`src/rtl/pwm_duty_scheduler.sv`:
```
// Duty-cycle sequencer for a bank of PWM channels: arbitrated target writes, per-period slew,
// and a simultaneous commit on the period wrap. Optional fault latch enabled by PWM_SCHED_FAULT_EN.
module pwm_duty_scheduler #(
    parameter int CHANNELS = 4,
    parameter int BITS     = 8,
    parameter int STEP     = 4
) (
    input  logic                     clk,
    input  logic                     resetn,
    input  logic [CHANNELS-1:0]      req_valid,
    input  logic [CHANNELS*BITS-1:0] req_duty,
    output logic [CHANNELS-1:0]      req_ready,
    output logic [CHANNELS*BITS-1:0] duty,
    output logic                     period_start,
    output logic                     busy
`ifdef PWM_SCHED_FAULT_EN
    ,
    input  logic                     fault,
    output logic                     fault_latched
`endif
);

    if (CHANNELS < 1) begin : g_bad_channels
        $error("pwm_duty_scheduler: CHANNELS must be >= 1");
    end
    if ((2 ** BITS) < (CHANNELS + 2)) begin : g_bad_bits
        $error("pwm_duty_scheduler: 2**BITS must be >= CHANNELS+2");
    end
    if (STEP >= (2 ** BITS)) begin : g_bad_step
        $error("pwm_duty_scheduler: STEP must be < 2**BITS");
    end

    localparam int                PTR_W   = (CHANNELS > 1) ? $clog2(CHANNELS) : 1;
    localparam logic [BITS-1:0]   CNT_MAX = {BITS{1'b1}};
    localparam logic [PTR_W-1:0]  LAST_CH = PTR_W'(CHANNELS - 1);
    localparam logic [BITS-1:0]   STEP_U  = BITS'(STEP);
    localparam logic signed [BITS:0] STEP_S = $signed({1'b0, STEP_U});

    typedef enum logic [1:0] {
        S_IDLE  = 2'd0,
        S_SWEEP = 2'd1,
        S_WAIT  = 2'd2
    } state_t;

    state_t            state_r;
    logic [BITS-1:0]   cnt_r;
    logic [PTR_W-1:0]  rr_ptr_r;
    logic [PTR_W-1:0]  ch_idx_r;
    logic [BITS-1:0]   target_r [CHANNELS];
    logic [BITS-1:0]   active_r [CHANNELS];
    logic [BITS-1:0]   shadow_r [CHANNELS];

    logic [PTR_W-1:0]  cand_idx_s [CHANNELS];
    logic [CHANNELS-1:0] grant_s;
    logic [PTR_W-1:0]  grant_idx_s;
    logic              grant_any_s;
    logic [PTR_W-1:0]  next_ptr_s;
    logic [BITS-1:0]   slew_s;
    logic              fault_act_s;
    logic              gate_s;

    // Move active one bounded step toward target; difference taken one bit wider and signed.
    function automatic logic [BITS-1:0] slew_f(input logic [BITS-1:0] act,
                                               input logic [BITS-1:0] tgt);
        logic signed [BITS:0] d_v;
        logic [BITS-1:0]      res_v;
        d_v = $signed({1'b0, tgt}) - $signed({1'b0, act});
        if (STEP == 0) begin
            res_v = tgt;
        end else if (d_v > STEP_S) begin
            res_v = act + STEP_U;
        end else if (d_v < -STEP_S) begin
            res_v = act - STEP_U;
        end else begin
            res_v = tgt;
        end
        return res_v;
    endfunction

`ifdef PWM_SCHED_FAULT_EN
    // Sticky fault flag, cleared only by reset.
    always_ff @(posedge clk) begin
        if (!resetn) begin
            fault_latched <= 1'b0;
        end else if (fault) begin
            fault_latched <= 1'b1;
        end else begin
            fault_latched <= fault_latched;
        end
    end

    assign fault_act_s = fault | fault_latched;
    assign gate_s      = fault_latched;
`else
    assign fault_act_s = 1'b0;
    assign gate_s      = 1'b0;
`endif

    // Round-robin arbiter: first valid requester at or after rr_ptr wins.
    always_comb begin
        grant_s     = '0;
        grant_idx_s = '0;
        grant_any_s = 1'b0;
        for (int k = 0; k < CHANNELS; k++) begin
            cand_idx_s[k] = PTR_W'((int'(rr_ptr_r) + k) % CHANNELS);
        end
        for (int k = 0; k < CHANNELS; k++) begin
            if (!grant_any_s && req_valid[cand_idx_s[k]]) begin
                grant_any_s             = 1'b1;
                grant_idx_s             = cand_idx_s[k];
                grant_s[cand_idx_s[k]]  = 1'b1;
            end else begin
                grant_any_s = grant_any_s;
            end
        end
    end

    assign next_ptr_s = (grant_idx_s == LAST_CH) ? '0 : grant_idx_s + PTR_W'(1);
    assign req_ready  = gate_s ? '0 : grant_s;
    assign slew_s     = slew_f(active_r[ch_idx_r], target_r[ch_idx_r]);

    // Free-running period counter; period_start is high in the cycle the counter reads zero.
    always_ff @(posedge clk) begin
        if (!resetn) begin
            cnt_r        <= '0;
            period_start <= 1'b0;
        end else begin
            cnt_r        <= cnt_r + BITS'(1);
            period_start <= (cnt_r == CNT_MAX);
        end
    end

    // Target capture and pointer advance on each grant.
    always_ff @(posedge clk) begin
        if (!resetn) begin
            rr_ptr_r <= '0;
            for (int k = 0; k < CHANNELS; k++) begin
                target_r[k] <= '0;
            end
        end else if (fault_act_s) begin
            rr_ptr_r <= rr_ptr_r;
            for (int k = 0; k < CHANNELS; k++) begin
                target_r[k] <= '0;
            end
        end else if (grant_any_s) begin
            rr_ptr_r              <= next_ptr_s;
            target_r[grant_idx_s] <= req_duty[grant_idx_s*BITS +: BITS];
        end else begin
            rr_ptr_r <= rr_ptr_r;
        end
    end

    // Sweep FSM: one channel slewed per cycle after the wrap, all duties committed at the next wrap.
    always_ff @(posedge clk) begin
        if (!resetn || fault_act_s) begin
            state_r  <= S_IDLE;
            ch_idx_r <= '0;
            busy     <= 1'b0;
            duty     <= '0;
            for (int k = 0; k < CHANNELS; k++) begin
                active_r[k] <= '0;
                shadow_r[k] <= '0;
            end
        end else begin
            case (state_r)
                S_IDLE: begin
                    ch_idx_r <= '0;
                    if (cnt_r == '0) begin
                        state_r <= S_SWEEP;
                        busy    <= 1'b1;
                    end else begin
                        state_r <= S_IDLE;
                        busy    <= 1'b0;
                    end
                end
                S_SWEEP: begin
                    active_r[ch_idx_r] <= slew_s;
                    shadow_r[ch_idx_r] <= slew_s;
                    if (ch_idx_r == LAST_CH) begin
                        state_r  <= S_WAIT;
                        ch_idx_r <= '0;
                        busy     <= 1'b0;
                    end else begin
                        state_r  <= S_SWEEP;
                        ch_idx_r <= ch_idx_r + PTR_W'(1);
                        busy     <= 1'b1;
                    end
                end
                S_WAIT: begin
                    busy <= 1'b0;
                    if (cnt_r == CNT_MAX) begin
                        state_r <= S_IDLE;
                        for (int k = 0; k < CHANNELS; k++) begin
                            duty[k*BITS +: BITS] <= shadow_r[k];
                        end
                    end else begin
                        state_r <= S_WAIT;
                    end
                end
                default: begin
                    state_r  <= S_IDLE;
                    ch_idx_r <= '0;
                    busy     <= 1'b0;
                end
            endcase
        end
    end

endmodule

```
`config.mk`:
```
export PLATFORM = sky130hd
export DESIGN_NAME = pwm_duty_scheduler
export DESIGN_NICKNAME = d
export VERILOG_FILES = /design/src/rtl/pwm_duty_scheduler.sv
export SDC_FILE = /design/constraint.sdc
export NUM_CORES = 1
export LEC_CHECK = 0
export CAP_MARGIN = 20
export CORE_MARGIN = 2
export CORE_UTILIZATION = 35
export DETAILED_ROUTE_END_ITERATION = 16
export HOLD_SLACK_MARGIN = 0.1
export SYNTH_ARGS = -nofsm -noshare
export SYNTH_HDL_FRONTEND = slang
export SYNTH_SLANG_ARGS = --single-unit
```
`constraint.sdc`:
```
create_clock -name clk -period 4.2 [get_ports clk]
set_clock_uncertainty 0.2 [all_clocks]
set_input_delay 0.84 -clock clk [delete_from_list [all_inputs] [get_ports clk]]
set_output_delay 0.84 -clock clk [all_outputs]
set_load 0.01 [all_outputs]
```
==> flow_summary.ini <==
[status]
status = finished clean

[pwr]
p_seq_share_pct = 30.8
intPower_mw = 3.06
switching_power_mw = 1.67
leakage_nw = 2.76
p_comb_share_pct = 41.6
pwr-share-clk_pct = 27.6
vdd_drop_max_mv = 0.330
switching_share_pct = 35.3
power_mw = 4.74
power_density_nw_per_um2 = 619

[floorplan]
core_sq_um = 16700
dieArea_sq_um = 18300
die_height_microns = 135
start_util_pct = 36.1
top_level_ports = 76
num_rows = 47
die_w_microns = 135

[grt]
grt_max_degree = 60
antenna_found_initial = 0
grt_first_pass_wirelength_mm = 22.8
overflow = 0
first_global_vias = 4540
track_usage_pct = 16.0

[cells_and_area]
final_cell_mix = 84 x nand2_1, 74 x clkdlybuf4s50_1, 64 x edfxtp_1
area_growth_pct = 26.9
multi_input_area_sq_um = 2930
drive_above_1_share_pct = 13.3
diodes = 0
nets = 707
fillers = 1563
layout_commonest_cell = nand2_1
seqCellArea_sq_um = 2920

[synth]
synthCells = 562
ys_warn_count = 0
synthFlopType = edfxtp_1
synth_nets = 618
synth_seq_cells = 114
yosysUniqueCellTypes = 60
async_flop_share_pct = 0
yosysSeqAreaShare_pct = 48.5
synth_edf_count = 64
synth_area_sq_um = 6020
avgSynthCellArea_sq_um = 10.7
synth_top_area_share_pct = 31.9
synth_area_leader_cell = edfxtp_1
ys_top_cells_by_area = edfxtp_1 32%, dfxtp_1 17%, mux4_2 7.5%, nand2_1 5.2%, a21boi_0 4.4%

[clock_tree]
clock_latency_ns = 0.42
clock_sinks = 114
cts_buffers = 17
cts_hold_buffers = 0
cts.path.max_buffers = 2
clk_pin_slew_ns = 0.05
clockRootBuffer = clkbuf_16
cts_tree = yes
h-tree-depth = 4

[route]
routedWlPerCell_microns = 15.5
ant_nets = 0
remaining_drc_errors = 0
drt_iter0_drc = 278
num_vias = 4530
vias_per_cell = 5.12
drt_first_pass_iters = 5
wl_mm = 13.7

[timing]
fin_crit_sh_pct = 97.6
max_freq_mhz = 244
finalSetupViolCount = 0
rsz0062_at_grt = true
final_hold_viol_count = 0
period_minus_slack_ns = 4.10
drv_slew = 0
tightest_slew_ns = 1.00
slew_headroom_pct = 32.9
fin_hold_ws_ns = 0.260

[critical_path]
cp.arrival_ns = 3.06
crit_path_start_kind = input port
worstSetupPathType = input port to output port
cp.required_ns = 3.16
startpoint = req_valid[0]
endpoint_kind = output port
crit_fanout = 5

[run]
cap_violations = 0

[placed_design]
place_hpwl_mm = 10.2
globalplace.congestion = 0.816
io_buffers = 75

[worst_hold_path]
min-delay-path-class = flip-flop to flip-flop
worstHoldStart = duty[7]
critical path, stage by stage:
cell,delay (ns)
clkdlybuf4s50_1,0.47
mux4_2,0.52
or2_4,0.25
nor2_2,0.12
and2_4,0.18
a221o_1,0.15
clkdlybuf4s50_1,0.53
registers in the layout, indices dropped and copies added, names as in the netlist, named ones only:
| register | flops |
|---|---|
| shadow_r | 32 |
| target_r | 32 |
| state_r | 2 |
| rr_ptr_r | 1 |
| cnt_r | 8 |
| ch_idx_r | 2 |
| duty | 32 |
| busy | 1 |
| period_start | 1 |
timing repair:
action | 4_1_cts | 5_1_grt
hold endpoints to repair | 0 | 0
endpoints found under the setup margin | 4 | 17
gates resized for setup | 1 | 6
buffers inserted | 0 | 0
kinds of logic after synthesis:
group                      synth area share, %
and+or+nand+nor                           18.1
AOI/OAI and AO/OA                         15.4
DFF                                       48.5
buffers and inverters                     3.14
muxes                                     9.14
adders and majority gates                 3.86
xor gates and xnor gates                  1.89
routing by layer:
metal | up-vias | track usage [%] | wire, microns
met2 | 112 | 26.6 | 6590
met1 | 2171 | 20.4 | 6420
met3 | 13 | 3.67 | 556
li1 | 2234 | - | -
met4 | 0 | 5.73 | 162
met5 | - | 0 | 0
synth_stat cells (5+ instances only):
library cell	number
ha_1	17
nor3_1	19
o21ai_0	14
o211ai_1	5
a221o_1	13
a22oi_1	6
dfxtp_1	50
mux2i_1	10
or3_1	5
and2_1	36
a21oi_1	19
mux4_2	20
nor2b_1	13
nand3_1	12
a21boi_0	35
nor2_1	36
xnor2_1	11
clkbuf_1	17
nand2_1	84
edfxtp_1	64
inv_1	16
area by class of cell:
| type | instances | area share [%] |
|---|---|---|
| flip-flops and latches | 114 | 38.2 |
| clock buffers | 24 | 6.45 |
| repair buffers | 96 | 11.9 |
| well taps | 220 | 3.60 |
| inverters | 16 | 0.785 |
| clock inverters | 8 | 0.687 |
| multi-input cells | 406 | 38.3 |
through the flow:
stage | cell area, sq um | setup WS [ns] | setup TNS [ns] | std cells | utilization [%]
after global routing | 7650 | -0.0279 | -0.0602 | 884 | 45.8
after detailed placement | 7080 | -0.0187 | -0.0463 | 852 | 42.4
after CTS | 7630 | 0.0114 | 0 | 884 | 45.7
final | 7650 | 0.102 | 0 | 884 | 45.8
after global placement | 7080 | 0.0610 | 0 | 852 | 42.4
after floorplan | 6030 | 0.0452 | 0 | 562 | -
path summary, 6_finish.rpt:
check | to | slack [ns] | cells after the start
worst max-delay path | req_ready[2] | 0.10 | 7
worst min-delay path | duty[7] | 0.26 | 2
worst max register to register | shadow_r[0][6] | 0.22 | 10
worst min register to register | duty[7] | 0.26 | 2
power by group through the flow:
stage / Combinational, mW / Sequential (mW) / Clock (mW)
2_1_floorplan: 1.44 / 1.46 / 0
3_3_place_gp: 1.91 / 1.47 / 0
3_5_place_dp: 1.94 / 1.48 / 0
4_1_cts: 1.96 / 1.46 / 1.33
5_1_grt: 2.18 / 1.48 / 1.38
6_report: 1.97 / 1.46 / 1.31
No activity file was read; power rests on OpenSTA's default activity.
